## config.mk

```make
export PLATFORM = sky130hd
export DESIGN_NAME = bg_pixel_fifo_flat
export DESIGN_NICKNAME = d
export VERILOG_FILES = /design/src/rtl/bg_pixel_fifo_if.sv /design/src/rtl/bg_pixel_fifo.sv /design/src/flat_wrapper.sv
export SDC_FILE = /design/constraint.sdc
export NUM_CORES = 1
export LEC_CHECK = 0
export CAP_MARGIN = 20
export CORE_MARGIN = 10
export CORE_UTILIZATION = 42
export CTS_CLUSTER_SIZE = 12
export DETAILED_ROUTE_END_ITERATION = 7
export MAX_ROUTING_LAYER = met4
export PLACE_DENSITY_LB_ADDON = 0.1
export SYNTH_ARGS = -nofsm -noshare
export SYNTH_HDL_FRONTEND = slang
export SYNTH_SLANG_ARGS = --single-unit
```

## constraint.sdc

```tcl
create_clock -name clk_in -period 7.57 [get_ports clk_in]
set_input_delay 1.514 -clock clk_in [delete_from_list [all_inputs] [get_ports clk_in]]
set_output_delay 1.514 -clock clk_in [all_outputs]
set_load 0.005 [all_outputs]
```

## src/rtl/bg_pixel_fifo_if.sv

```systemverilog
// Push/pixel bus between the background fetcher, the pixel FIFO and the pixel mixer.
// master: fetcher/mixer side that drives control and rows; slave: the FIFO itself.
interface bg_pixel_fifo_if #(
  parameter int X_MAX = 160
);
  localparam int XW = $clog2(X_MAX);

  logic                 tclk_in;
  logic                 line_start_in;
  logic [7:0]           SCX_in;
  logic                 shift_ena_in;
  logic                 valid_pixels_in;
  logic [7:0][1:0]      pixels_in;       // pixels_in[0] is the leftmost pixel
  logic                 bg_fifo_empty_out;
  logic [1:0]           pixel_out;
  logic                 pixel_valid_out;
  logic [XW-1:0]        X_out;
  logic                 line_done_out;
  logic                 overflow_out;

  modport master (
    output tclk_in, line_start_in, SCX_in, shift_ena_in, valid_pixels_in, pixels_in,
    input  bg_fifo_empty_out, pixel_out, pixel_valid_out, X_out, line_done_out, overflow_out
  );

  modport slave (
    input  tclk_in, line_start_in, SCX_in, shift_ena_in, valid_pixels_in, pixels_in,
    output bg_fifo_empty_out, pixel_out, pixel_valid_out, X_out, line_done_out, overflow_out
  );
endinterface

```

## src/rtl/bg_pixel_fifo.sv

```systemverilog
// Background pixel FIFO and shifter. Accepts 8-pixel rows on a rising edge of
// valid_pixels_in, shifts one colour index per T-cycle, tracks screen X and
// stops after X_MAX pixels per scanline.
// Optional feature: define BG_FINE_SCROLL_EN to drop the first SCX[2:0] pixels
// of every line (fine scroll); without it every pop emits and SCX_in is ignored.
module bg_pixel_fifo #(
  parameter int DEPTH = 16,
  parameter int X_MAX = 160
) (
  input logic           clk_in,
  input logic           rst_in,
  bg_pixel_fifo_if.slave bus
);
  localparam int AW = $clog2(DEPTH);
  localparam int CW = AW + 1;
  localparam int XW = $clog2(X_MAX);

  // IDLE doubles as line_done: pops and pushes are blocked until the next line
  typedef enum logic {IDLE, ACTIVE} state_t;

  state_t          state_reg;
  logic [1:0]      mem [DEPTH];
  logic [AW-1:0]   head_reg, tail_reg;
  logic [CW-1:0]   count_reg;
  logic [XW-1:0]   x_reg, x_out_reg;
  logic [1:0]      pixel_reg;
  logic            pvalid_reg, empty_reg, ovf_reg, vprev_reg;
  logic [2:0]      discard;
  logic [AW-1:0]   wr_addr [8];
  logic            line_start, push_edge, push_ok, push_drop, pop, emit, done;

`ifdef BG_FINE_SCROLL_EN
  logic [2:0]      discard_reg;
  logic            unused_scx;
  assign discard    = discard_reg;
  assign unused_scx = ^bus.SCX_in[7:3];
`else
  logic            unused_scx;
  assign discard    = 3'd0;
  assign unused_scx = ^bus.SCX_in;
`endif

  assign done       = (state_reg == IDLE);
  assign line_start = bus.tclk_in & bus.line_start_in;
  // a push is the rising edge of the fetcher's level-held valid
  assign push_edge  = bus.tclk_in & ~line_start & bus.valid_pixels_in & ~vprev_reg;
  assign push_ok    = push_edge & (count_reg <= CW'(DEPTH - 8)) & ~done;
  assign push_drop  = push_edge & ~push_ok & ~done;
  // pop uses the pre-update count, so a row pushed this cycle is not yet poppable
  assign pop        = bus.tclk_in & ~line_start & bus.shift_ena_in & (count_reg != CW'(0)) & ~done;
  assign emit       = pop & (discard == 3'd0);

  // one write address per lane of the incoming row, wrapping at DEPTH
  for (genvar gi = 0; gi < 8; gi++) begin : g_wr_addr
    assign wr_addr[gi] = tail_reg + AW'(gi);
  end

  // pixel storage: write a whole row at the tail when a push is accepted
  always_ff @(posedge clk_in) begin
    if (push_ok) begin
      for (int i = 0; i < 8; i++) begin
        mem[wr_addr[i]] <= bus.pixels_in[i];
      end
    end
  end

  // pointers, count, scanline state and registered outputs
  always_ff @(posedge clk_in) begin
    if (!rst_in) begin
      state_reg  <= IDLE;
      head_reg   <= '0;
      tail_reg   <= '0;
      count_reg  <= '0;
      x_reg      <= '0;
      x_out_reg  <= '0;
      pixel_reg  <= '0;
      pvalid_reg <= 1'b0;
      empty_reg  <= 1'b1;
      ovf_reg    <= 1'b0;
      vprev_reg  <= 1'b0;
`ifdef BG_FINE_SCROLL_EN
      discard_reg <= 3'd0;
`endif
    end else begin
      pvalid_reg <= 1'b0;
      empty_reg  <= (count_reg == CW'(0));
      if (line_start) begin
        state_reg <= ACTIVE;
        head_reg  <= '0;
        tail_reg  <= '0;
        count_reg <= '0;
        x_reg     <= '0;
        ovf_reg   <= 1'b0;
        vprev_reg <= 1'b0;
`ifdef BG_FINE_SCROLL_EN
        discard_reg <= bus.SCX_in[2:0];
`endif
      end else if (bus.tclk_in) begin
        vprev_reg <= bus.valid_pixels_in;
        count_reg <= count_reg + (push_ok ? CW'(8) : CW'(0)) - CW'(pop);
        if (push_ok) begin
          tail_reg <= tail_reg + AW'(8);
        end
        if (push_drop) begin
          ovf_reg <= 1'b1;
        end
        if (pop) begin
          head_reg <= head_reg + AW'(1);
        end
        if (emit) begin
          pixel_reg  <= mem[head_reg];
          x_out_reg  <= x_reg;
          x_reg      <= x_reg + XW'(1);
          pvalid_reg <= 1'b1;
          if (x_reg == XW'(X_MAX - 1)) begin
            state_reg <= IDLE;
          end
        end
`ifdef BG_FINE_SCROLL_EN
        if (pop && !emit) begin
          discard_reg <= discard_reg - 3'd1;
        end
`endif
      end
    end
  end

  assign bus.bg_fifo_empty_out = empty_reg;
  assign bus.pixel_out         = pixel_reg;
  assign bus.pixel_valid_out   = pvalid_reg;
  assign bus.X_out             = x_out_reg;
  assign bus.line_done_out     = done;
  assign bus.overflow_out      = ovf_reg;
endmodule

```

## src/flat_wrapper.sv

```systemverilog
// flat-port wrapper written by rule: the top's interface ports become plain ports
module bg_pixel_fifo_flat 
#(
  parameter int DEPTH = 16,
  parameter int X_MAX = 160
)
  (clk_in, rst_in, bus_tclk_in, bus_line_start_in, bus_SCX_in, bus_shift_ena_in, bus_valid_pixels_in, bus_pixels_in, bus_bg_fifo_empty_out, bus_pixel_out, bus_pixel_valid_out, bus_X_out, bus_line_done_out, bus_overflow_out);
  bg_pixel_fifo_if #(.X_MAX(X_MAX)) bus_i ();
  input logic clk_in;
  input logic rst_in;
  input wire logic [$bits(bus_i.tclk_in)-1:0] bus_tclk_in;
  input wire logic [$bits(bus_i.line_start_in)-1:0] bus_line_start_in;
  input wire logic [$bits(bus_i.SCX_in)-1:0] bus_SCX_in;
  input wire logic [$bits(bus_i.shift_ena_in)-1:0] bus_shift_ena_in;
  input wire logic [$bits(bus_i.valid_pixels_in)-1:0] bus_valid_pixels_in;
  input wire logic [$bits(bus_i.pixels_in)-1:0] bus_pixels_in;
  output wire logic [$bits(bus_i.bg_fifo_empty_out)-1:0] bus_bg_fifo_empty_out;
  output wire logic [$bits(bus_i.pixel_out)-1:0] bus_pixel_out;
  output wire logic [$bits(bus_i.pixel_valid_out)-1:0] bus_pixel_valid_out;
  output wire logic [$bits(bus_i.X_out)-1:0] bus_X_out;
  output wire logic [$bits(bus_i.line_done_out)-1:0] bus_line_done_out;
  output wire logic [$bits(bus_i.overflow_out)-1:0] bus_overflow_out;
  assign bus_i.tclk_in = bus_tclk_in;
  assign bus_i.line_start_in = bus_line_start_in;
  assign bus_i.SCX_in = bus_SCX_in;
  assign bus_i.shift_ena_in = bus_shift_ena_in;
  assign bus_i.valid_pixels_in = bus_valid_pixels_in;
  assign bus_i.pixels_in = bus_pixels_in;
  assign bus_bg_fifo_empty_out = bus_i.bg_fifo_empty_out;
  assign bus_pixel_out = bus_i.pixel_out;
  assign bus_pixel_valid_out = bus_i.pixel_valid_out;
  assign bus_X_out = bus_i.X_out;
  assign bus_line_done_out = bus_i.line_done_out;
  assign bus_overflow_out = bus_i.overflow_out;
  bg_pixel_fifo #(.DEPTH(DEPTH), .X_MAX(X_MAX)) u_core (.clk_in(clk_in), .rst_in(rst_in), .bus(bus_i));
endmodule
```

==> key figures, run 1 <==
Floorplanning
  • Ports: 44
  • FP Rows: 28
  • Core footprint: 6030 um^2
  • Initial Util: around 44%
  • Die Y: 99.7 um
  • Width of the die: 99.7 um
  • DIE AREA: 9940 um^2

Worst setup path
  • Startpoint types: input pin
  • Worst Path Required: 7810 ps
  • Worst EP arrival: 4550 ps
  • Slowest CP cell: clkdlybuf4s50_1
  • Critical path class: input pin to register
  • WP buf/inv: 3
  • Crit-path cells: clkdlybuf4s50_1 -> and3b_1 -> o311ai_4 -> inv_2 -> ha_1 -> inv_1 -> ha_1 -> a21o_1 -> a21oi_1 -> xnor2_1 -> a21oi_1 -> a31o_2
  • Worst path max stage delay: 730 ps
  • Worst Setup End Kind: register
  • Crit-path leading delay family: buffers and inverters
  • Max FO, Critical Path: 20

Logic synthesis
  • Post-synthesis compound-gate area fraction: just over 8%
  • Synthesized net count: ~260
  • Post-synth EDFFs: 32
  • Adder-cell share of the synthesized area: 4.04%
  • Async set-or-reset flop fraction in the synthesized netlist: 0%
  • Largest family of logic cells by synthesized area: simple AND/OR/NAND/NOR gates
  • XOR/XNOR Fraction of Synth Area: 3.94%
  • Commonest register cell after synthesis: dfxtp_1
  • Seq/Total Area, Yosys: around three fifths
  • #FFs+latches synth: 65
  • Post-synthesis mux area share: 8.92%
  • YS warnings: 0
  • Mapped Cells: 217
  • Simple-gate share of the synthesized area: 10.9%
  • Synth area leader: edfxtp_1
  • Mapped cell area: 2670 um^2
  • Most frequent cell after synthesis: dfxtp_1
  • Yosys top cell area share: 36.0%
  • Post-synth top cells: dfxtp_1, edfxtp_1, nand2_1
  • Synth area leaders: edfxtp_1, dfxtp_1, mux4_2, nand2_1, nor2_1
  • Syn Area/Cell: between 10 and 15 um^2
  • Synth unique cells: 38

STA
  • Final Hold Fails: 0
  • Count of pins over their slew limit: 0
  • Final setup TNS: 0 ps
  • Clock Skews: 10.5 ps
  • Period utilization: a little under three fifths
  • FMAX: ~230 MHz
  • RSZ-0062 raised after global routing: false
  • Worst slew pin tran: between 700 and 800 ps
  • Crit path time final: 4320 ps
  • Slew headroom: roughly 47%
  • Final setup viols: 0

Placed design
  • DP Wirelength: 3.22 mm
  • Final GP Congestion: 0.730
  • PortBufs: 35
  • Placed cell count: 320

Detailed routing
  • Routed WL per cell: approximately 14 um
  • Vias: 1672
  • Vias per Instance: 4.98
  • Post-route DRC violation count: 0
  • DRT antenna net count: 0
  • 1st-iter DRT viols: 86
  • Total wire length: 4.70 mm
  • First-pass DRT Iterations: 4

Clocking
  • TritonCTS Buffers: 9
  • CTS tree: built
  • Post-CTS sizing: 0
  • Root buf cell: clkbuf_8
  • Clk_lat worst skew: 330 ps
  • Post-CTS setup buffers: 0
  • CTS Sinks: 65
  • Htree depth: 3
  • Clock buffer depth: 2
  • Cts hold-fix bufs: 0
  • Worst-path clk slew: 70 ps

Global routing
  • First-pass GRT wire length: 8.16 mm
  • GRT Util Overall: 10.5%
  • Initial antenna violation count: 0
  • Pin count of the biggest net entering global routing: 21
  • Vias in the first global route: 1785
  • Total grt overflow: 0

Layout
  • Fin util: a little over half
  • Ant. Diodes: 0
  • Layout cell share with drive strength beyond 1: between 10% and 20%
  • Max FFs per register: 32
  • Final nets: 294
  • Layout area overhead: 22.1%
  • Layout fillers: roughly 560
  • Finished Layout Cells: between 300 and 400

Power and ir drop
  • Total Power: 0.664 mW
  • Power density cells: 204 nW/um^2
  • Max IR drop VDD: ~0.16 mV
  • P_leak: 1.08 nW

Run
  • Max-cap violations: 0

Status
  • Status: completed

Min path
  • Hold/Removal Path Class: register to register
[worst register-to-register path, cell delays in order (launching register included)]
cell and delay (ps):
dfxtp_1 360, or3_4 420, o311ai_4 680, inv_2 360, ha_1 310, inv_1 50, ha_1 190, a21o_1 140
a21oi_1 80, xnor2_1 200, a21oi_1 100, a31o_2 220
[area by class of cell]
cell class                 count  area [um^2]  share of cell area, %
inverter                      11         41.3                   1.27
clock inverter                 7         53.8                   1.65
timing repair buffer          37          365                   11.2
sequential                    65         1620                   49.8
multi-input combinational    132          957                   29.4
clock buffer                   9          124                   3.80
tap                           75         93.8                   2.88
[kinds of logic after synthesis]
| logic type | count (synthesis) |
|---|---|
| AOI/OAI and AO/OA | 30 |
| xor gates and xnor gates | 12 |
| adders and majority gates | 8 |
| buffers and inverters | 20 |
| DFF | 65 |
| muxes | 15 |
| and+or+nand+nor | 67 |
[cell usage in the layout, fill, tap and decap left out, types with 6 or more instances in the layout]
| cell type | Yosys | layout |
|---|---|---|
| clkdlybuf4s50_1 | 0 | 35 |
| dfxtp_1 | 33 | 33 |
| edfxtp_1 | 32 | 32 |
| nand2_1 | 30 | 30 |
| nor2_1 | 24 | 24 |
| inv_1 | 10 | 10 |
| clkbuf_8 | 0 | 9 |
| a21oi_1 | 8 | 8 |
| xnor2_1 | 8 | 8 |
| mux2i_1 | 8 | 8 |
| mux4_2 | 7 | 7 |
| ha_1 | 7 | 7 |
| a21boi_1 | 6 | 6 |
[path summary, 6_finish.rpt]
kind,endpoint,slack (ps),cells past startpoint,start
min,u_core.bus.X_out[2],450,2,u_core.bus.X_out[2]
max reg2reg,u_core.count_reg[4],4350,11,u_core.count_reg[1]
min reg2reg,u_core.bus.X_out[2],450,2,u_core.bus.X_out[2]
max,u_core.count_reg[4],3250,12,bus_tclk_in
[power by group]
group | internal (mW) | total [mW] | switching (mW)
clock | 0.121 | 0.259 | 0.138
sequential | 0.372 | 0.374 | 0.00252
combinational | 0.0177 | 0.0306 | 0.0129
[stage by stage]
| stage | setup slack [ps] | hold slack (ps) | instance area [um^2] |
|---|---|---|---|
| 2_1_floorplan | 4110 | 451 | 2670 |
| 3_3_place_gp | 2860 | 441 | 3080 |
| 3_5_place_dp | 2870 | 445 | 3080 |
| 4_1_cts | 3220 | 456 | 3260 |
| 5_1_grt | 3040 | 475 | 3260 |
| 6_report | 3250 | 453 | 3260 |
[metal layers]
metal | GRT usage, % | up-vias | wire length (um)
met5 | - | - | 0
li1 | - | 846 | -
met3 | 5.26 | 6 | 274
met4 | 4.08 | 0 | 76
met1 | 11.4 | 786 | 2140
met2 | 16.1 | 34 | 2200
No activity file was read; power rests on OpenSTA's default activity.
==> inputs of run 2 (changes only) <==
==> constraint.sdc (replaced) <==
create_clock -name clk_in -period 3.9 [get_ports clk_in]
set_input_delay 0.78 -clock clk_in [delete_from_list [all_inputs] [get_ports clk_in]]
set_output_delay 0.78 -clock clk_in [all_outputs]
set_load 0.005 [all_outputs]
==> run 2 against run 1 <==
Compared with the run above:
- final area up 0.65%
- flip-flop and latch count unchanged
- wire length up 0.94%
- sequential power up 94%
- sequential share of layout area down 0.32 points
- combinational power up 96%
- utilization up 0.35 points
- power up 96%
- worst hold slack worse by 0.69 ps
- final cell count up 0.60%
- critical path type unchanged
- critical endpoint unchanged
- largest power group unchanged
==> key figures, run 2 (synthesized netlist as in run 1, its figures left out) <==
Status
  • Status: completed

Floorplanning
  • DIE AREA: 9940 um^2 (unchanged)
  • Die Y: 99.7 um (unchanged)
  • Ports: 44 (unchanged)
  • Width of the die: 99.7 um (unchanged)
  • Initial Util: 44.2% (unchanged)
  • FP Rows: 28 (unchanged)
  • Core footprint: 6030 um^2 (unchanged)

Clocking
  • Cts hold-fix bufs: 0 (unchanged)
  • Worst-path clk slew: 80 ps (about the same)
  • CTS Sinks: 65 (unchanged)
  • Root buf cell: clkbuf_8
  • Clk_lat worst skew: 340 ps (about the same)
  • Htree depth: 3 (unchanged)
  • Post-CTS sizing: 0 (unchanged)
  • Clock buffer depth: 2 (unchanged)
  • Post-CTS setup buffers: 0 (unchanged)
  • TritonCTS Buffers: 9 (unchanged)
  • CTS tree: built

Worst setup path
  • Worst EP arrival: 3160 ps (-1390 ps)
  • Worst Setup End Kind: register
  • Startpoint types: input pin
  • Crit-path cells: clkdlybuf4s50_1 -> and3b_1 -> o311ai_4 -> inv_2 -> ha_1 -> inv_1 -> ha_1 -> a21o_1 -> a21oi_1 -> xnor2_1 -> a21oi_1 -> a31o_2
  • Worst path max stage delay: 470 ps (-260 ps)
  • Critical path class: input pin to register
  • Max FO, Critical Path: 19 (-5.0%)
  • Worst Path Required: 4140 ps (-3670 ps)
  • Slowest CP cell: clkdlybuf4s50_1

Placed design
  • Final GP Congestion: 0.750 (+2.8%)
  • PortBufs: 35 (unchanged)
  • Dpl ws: 609 ps (-2260 ps)
  • DP Wirelength: 3.26 mm (+1.4%)
  • Area post-placement: 3090 um^2 (+0.49%)

Global routing
  • Total grt overflow: 0 (unchanged)
  • GRT Util Overall: 10.7% (+0.17 points)
  • Initial antenna violation count: 0 (unchanged)
  • Pin count of the biggest net entering global routing: 21 (unchanged)
  • First-pass GRT wire length: 8.13 mm (-0.33%)
  • Vias in the first global route: 1736 (-2.7%)

STA
  • Clock Skews: 7.14 ps (-3.35 ps)
  • Count of pins over their slew limit: 0 (unchanged)
  • Crit path time final: 2920 ps
  • Period utilization: 74.9%
  • RSZ-0062 raised after global routing: false
  • Worst slew pin tran: 873 ps (+74.1 ps)
  • Final Hold Fails: 0 (unchanged)
  • Final setup viols: 0 (unchanged)
  • Final WS setup: 979 ps (-2280 ps)
  • FMAX: around 340 MHz
  • Slew headroom: 41.6% (-4.9 points)
  • Final setup TNS: 0 ps (unchanged)

Layout
  • Layout area overhead: 22.9%
  • Final instance area: 3280 um^2 (+0.65%)
  • Most frequent cells in the layout: clkdlybuf4s50_1, dfxtp_1, edfxtp_1
  • Max FFs per register: 32 (unchanged)
  • Ant. Diodes: 0 (unchanged)
  • Most common cell after layout, fill and taps aside: clkdlybuf4s50_1
  • Final nets: 296 (+0.68%)
  • Layout cell share with drive strength beyond 1: 11.8% (+0.68 points)

Power and ir drop
  • Sequential Power Share: 55.7% (-0.7 points)
  • P_leak: 1.10 nW (+1.8%)
  • Power density cells: 397 nW/um^2 (+95%)
  • Power share of the clock group: 39.7% (+0.7 points)
  • Max IR drop VDD: 0.314 mV (+100%)
  • Comb pwr share: 4.6% (about the same)
  • NetSw: 0.306 mW (+99%)
  • Switching share of power: 23.5% (+0.30 points)
  • Pint: 0.997 mW (+96%)

Min path
  • Hold/Removal Path Class: register to register

Detailed routing
  • Total wire length: 4.74 mm (+0.94%)
  • Routed WL per cell: 14.0 um (+0.34%)
  • 1st-iter DRT viols: 63 (-27%)
  • DRT antenna net count: 0 (unchanged)
  • First-pass DRT Iterations: 4 (unchanged)
  • Vias per Instance: 4.99 (+0.30%)
  • Post-route DRC violation count: 0 (unchanged)
  • Vias: 1687 (+0.90%)

Run
  • Max-cap violations: 0 (unchanged)
==> run 2: cell types whose count changed in the layout (fill, tap and decap cells not counted) <==
cell	previous run	this run
buf_4	2	4
inv_6	2	4
clkinv_2	1	0
clkinv_4	1	2
clkinvlp_4	3	1
==> run 2: layout make-up <==
class | count | area, um^2
Tap cell | 75 | 93.8
Multi-Input combinational cell | 132 | 957
Sequential cell | 65 | 1620
Fill cell | 544 | 2750
Clock buffer | 9 | 124
Inverter | 11 | 41.3
Clock inverter | 7 | 60.1
Timing Repair Buffer | 39 | 380
==> run 2: final timing paths <==
check                                    startpoint             endpoint  slack [ps]  cells after the start
worst max-delay path                    bus_tclk_in  u_core.count_reg[4]         980                     12
worst max register to register  u_core.count_reg[1]  u_core.count_reg[4]        1040                     11
worst min register to register  u_core.bus.X_out[2]  u_core.bus.X_out[2]         450                      2
worst min-delay path            u_core.bus.X_out[2]  u_core.bus.X_out[2]         450                      2
==> run 2: stage by stage <==
step / hold slack (ps) / std cells / power, mW / util [%]
final: 453 / 338 / 1.30 / 54.4
after global routing: 485 / 338 / 1.37 / 54.4
after CTS: 456 / 338 / 1.33 / 54.4
after detailed placement: 445 / 322 / 0.803 / 51.3
after global placement: 441 / 322 / 0.802 / 51.3
after floorplan: 451 / 217 / 0.769 / -
==> run 2: layer usage <==
| metal | GRT usage, % | vias up | wire (um) | part of all wire [%] |
|---|---|---|---|---|
| met3 | 5.81 | 8 | 309 | 6.5 |
| met2 | 16.4 | 31 | 2310 | 49 |
| met1 | 11.5 | 799 | 2060 | 43 |
| met5 | - | - | 0 | 0 |
| met4 | 3.64 | 0 | 63 | 1.3 |
| li1 | - | 849 | - | - |
==> run 2: power groups by stage <==
| stage | Combinational [mW] | Clock (mW) | Sequential [mW] |
|---|---|---|---|
| after floorplan | 0.0274 | 0 | 0.741 |
| after global placement | 0.0605 | 0 | 0.742 |
| after detailed placement | 0.0613 | 0 | 0.742 |
| after CTS | 0.0615 | 0.540 | 0.726 |
| after global routing | 0.0666 | 0.572 | 0.727 |
| final | 0.0601 | 0.517 | 0.726 |
==> run 2: critical path: cells and delay by family <==
family / cells / cell delay, ps
xor gates and xnor gates: 1 / 170
adders and majority gates: 2 / 370
AOI/OAI and AO/OA: 5 / 980
and+or+nand+nor: 1 / 220
buffers and inverters: 3 / 640
==> inputs of run 3 (changes only) <==
==> constraint.sdc (replaced) <==
create_clock -name clk_in -period 2.5 [get_ports clk_in]
set_input_delay 0.5 -clock clk_in [delete_from_list [all_inputs] [get_ports clk_in]]
set_output_delay 0.5 -clock clk_in [all_outputs]
set_load 0.005 [all_outputs]
==> run 3 against run 2 <==
Compared with the run above:
- power is 66% higher
- clock power is 78% higher
- wire length is 3.2% higher
- sequential share of layout area is 2.3 points lower
- die area stayed put
- register-to-register slack worse by 870 ps
- non-clock buffer count is 12 higher
- clock-buffer cell count stayed put
- final area is 4.9% higher
- utilization is 2.7 points higher
==> key figures, run 3 (synthesized netlist as in run 1, its figures left out) <==
Layout
  • Final nets: 308 (+4.1%)
  • Ant. Diodes: 0 (unchanged)
  • Footprint of the multi-input gates: 981 um^2 (+2.5%)
  • Layout cell share with drive strength beyond 1: 17.5% (+5.7 points)
  • Layout fillers: 534 (-1.8%)
  • Layout area overhead: 29.0%
  • Most frequent cells in the layout: clkdlybuf4s50_1, dfxtp_1, edfxtp_1
  • Max FFs per register: 32 (unchanged)
  • Register area: 1620 um^2 (unchanged)
  • Most common cell after layout, fill and taps aside: clkdlybuf4s50_1

STA
  • FMAX: 420 MHz
  • Slew headroom: 75.8% (+34 points)
  • Count of pins over their slew limit: 0 (unchanged)
  • Crit path time final: 2380 ps
  • Final setup TNS: 0 ps (unchanged)
  • Clock Skews: 12.0 ps (+4.82 ps)
  • WHS: 453 ps (+0.463 ps)
  • Period utilization: 95.3%
  • Final Hold Fails: 0 (unchanged)
  • Worst slew pin tran: 362 ps (-511 ps)
  • Final setup viols: 0 (unchanged)

Clocking
  • TritonCTS Buffers: 9 (unchanged)
  • Clock buffer depth: 2 (unchanged)
  • Htree depth: 3 (unchanged)
  • CTS Sinks: 65 (unchanged)
  • CTS tree: built
  • Root buf cell: clkbuf_8
  • Cts hold-fix bufs: 0 (unchanged)
  • Clk_lat worst skew: 350 ps (about the same)
  • Worst-path clk slew: 80 ps (about the same)

Global routing
  • GRT Util Overall: 10.8% (+0.077 points)
  • Vias in the first global route: 1749 (+0.75%)
  • First-pass GRT wire length: 8.26 mm (+1.6%)
  • Total grt overflow: 0 (unchanged)
  • Pin count of the biggest net entering global routing: 20 (-4.8%)
  • Initial antenna violation count: 0 (unchanged)

Floorplanning
  • FP Rows: 28 (unchanged)
  • DIE AREA: 9940 um^2 (unchanged)
  • Initial Util: 44.2% (unchanged)
  • Ports: 44 (unchanged)
  • Width of the die: 99.7 um (unchanged)
  • Core footprint: 6030 um^2 (unchanged)
  • Die Y: 99.7 um (unchanged)

Detailed routing
  • First-pass DRT Iterations: 4 (unchanged)
  • Vias per Instance: 4.84 (-3.0%)
  • Post-route DRC violation count: 0 (unchanged)
  • Routed WL per cell: 14.0 um (-0.31%)
  • 1st-iter DRT viols: 43 (-32%)
  • Vias: 1695 (+0.47%)
  • Total wire length: 4.90 mm (+3.2%)
  • DRT antenna net count: 0 (unchanged)

Worst setup path
  • Max FO, Critical Path: 2 (-17)
  • Worst EP arrival: 2630 ps (-530 ps)
  • Worst Setup End Kind: register
  • Startpoint types: input pin
  • Reg-to-reg setup timing slack: 170 ps (-870 ps)
  • Worst Path Required: 2740 ps (-1400 ps)
  • Reg2Reg Depth: 11 (unchanged)
  • Critical path class: input pin to register

Power and ir drop
  • P_leak: 1.18 nW (+6.8%)
  • Pint: 1.67 mW (+67%)
  • Total Power: 2.16 mW (+66%)
  • NetSw: 0.495 mW (+62%)
  • Switching share of power: 22.9% (-0.57 points)
  • Comb pwr share: 5.1% (+0.5 points)
  • Power density cells: 630 nW/um^2 (+58%)
  • Power share of the clock group: 42.6% (+2.9 points)
  • Sequential Power Share: 52.4% (-3.3 points)
  • Max IR drop VDD: 0.512 mV (+63%)

Status
  • Status: completed

Run
  • Max-cap violations: 0 (unchanged)

Placed design
  • PortBufs: 35 (unchanged)
  • DP Wirelength: 3.43 mm (+5.1%)
  • Final GP Congestion: 0.736 (-1.8%)

Min path
  • Hold depth: 2 (unchanged)
  • Hold/Removal Path Class: register to register
-- run 3: cell types whose count changed in the layout (fill, tap and decap cells not counted), moves of 2 or more --
| cell | previous run | this run |
|---|---|---|
| clkinv_4 | 2 | 0 |
| buf_4 | 4 | 14 |
| ha_1 | 7 | 5 |
| a21oi_1 | 8 | 6 |
| buf_12 | 0 | 2 |
| a21oi_2 | 0 | 2 |
-- run 3: what timing repair did --
| action | CTS | global route |
|---|---|---|
| setup endpoints to repair | 0 | 1 |
| buffers inserted | 0 | 2 |
| gates resized for setup | 0 | 5 |
-- run 3: layout make-up --
class | instances | share of cell area [%]
Sequential cell | 65 | 47.2
Multi-Input combinational cell | 132 | 28.5
Timing Repair Buffer | 51 | 14.4
Clock buffer | 9 | 3.60
Tap cell | 75 | 2.73
Clock inverter | 7 | 2.37
Inverter | 11 | 1.20
-- run 3: routing by layer --
metal / routed length [um] / global-route usage, % / up-vias / share of wire [%]
met5: 0 / - / - / 0
met3: 244 / 4.50 / 10 / 5.0
met1: 2310 / 12.2 / 776 / 47
met2: 2260 / 16.3 / 33 / 46
met4: 76 / 4.63 / 0 / 1.6
li1: - / - / 876 / -
-- run 3: critical path: stages --
cell and delay [ps]:
clkdlybuf4s50_1 470, and3b_2 180, and3b_1 180, nand2_1 80, ha_1 290, inv_1 100
ha_4 210, a21oi_2 150, xnor2_1 150, a21oi_1 90, a31o_2 210
-- run 3: final timing paths --
check,from,end
setup / recovery,bus_tclk_in,u_core.count_reg[4]
hold reg to reg,u_core.bus.X_out[3],u_core.bus.X_out[3]
setup reg to reg,u_core.count_reg[0],u_core.count_reg[4]
hold / removal,u_core.bus.X_out[3],u_core.bus.X_out[3]
-- run 3: power by group through the flow --
stage | Clock, mW | Sequential (mW) | Combinational (mW)
2_1_floorplan | 0 | 1.16 | 0.0428
3_3_place_gp | 0 | 1.16 | 0.102
3_5_place_dp | 0 | 1.16 | 0.104
4_1_cts | 0.954 | 1.13 | 0.104
5_1_grt | 0.989 | 1.13 | 0.121
6_report | 0.921 | 1.13 | 0.110
-- run 3: stage by stage --
step	setup slack [ps]	util, %	area (um^2)	cells
6_report	116	57.1	3440	350
5_1_grt	-2.84	57.1	3440	350
4_1_cts	2.51	56.4	3400	348
3_5_place_dp	-365	53.0	3190	332
3_3_place_gp	-324	53.0	3190	332
2_1_floorplan	7.01	-	2670	217
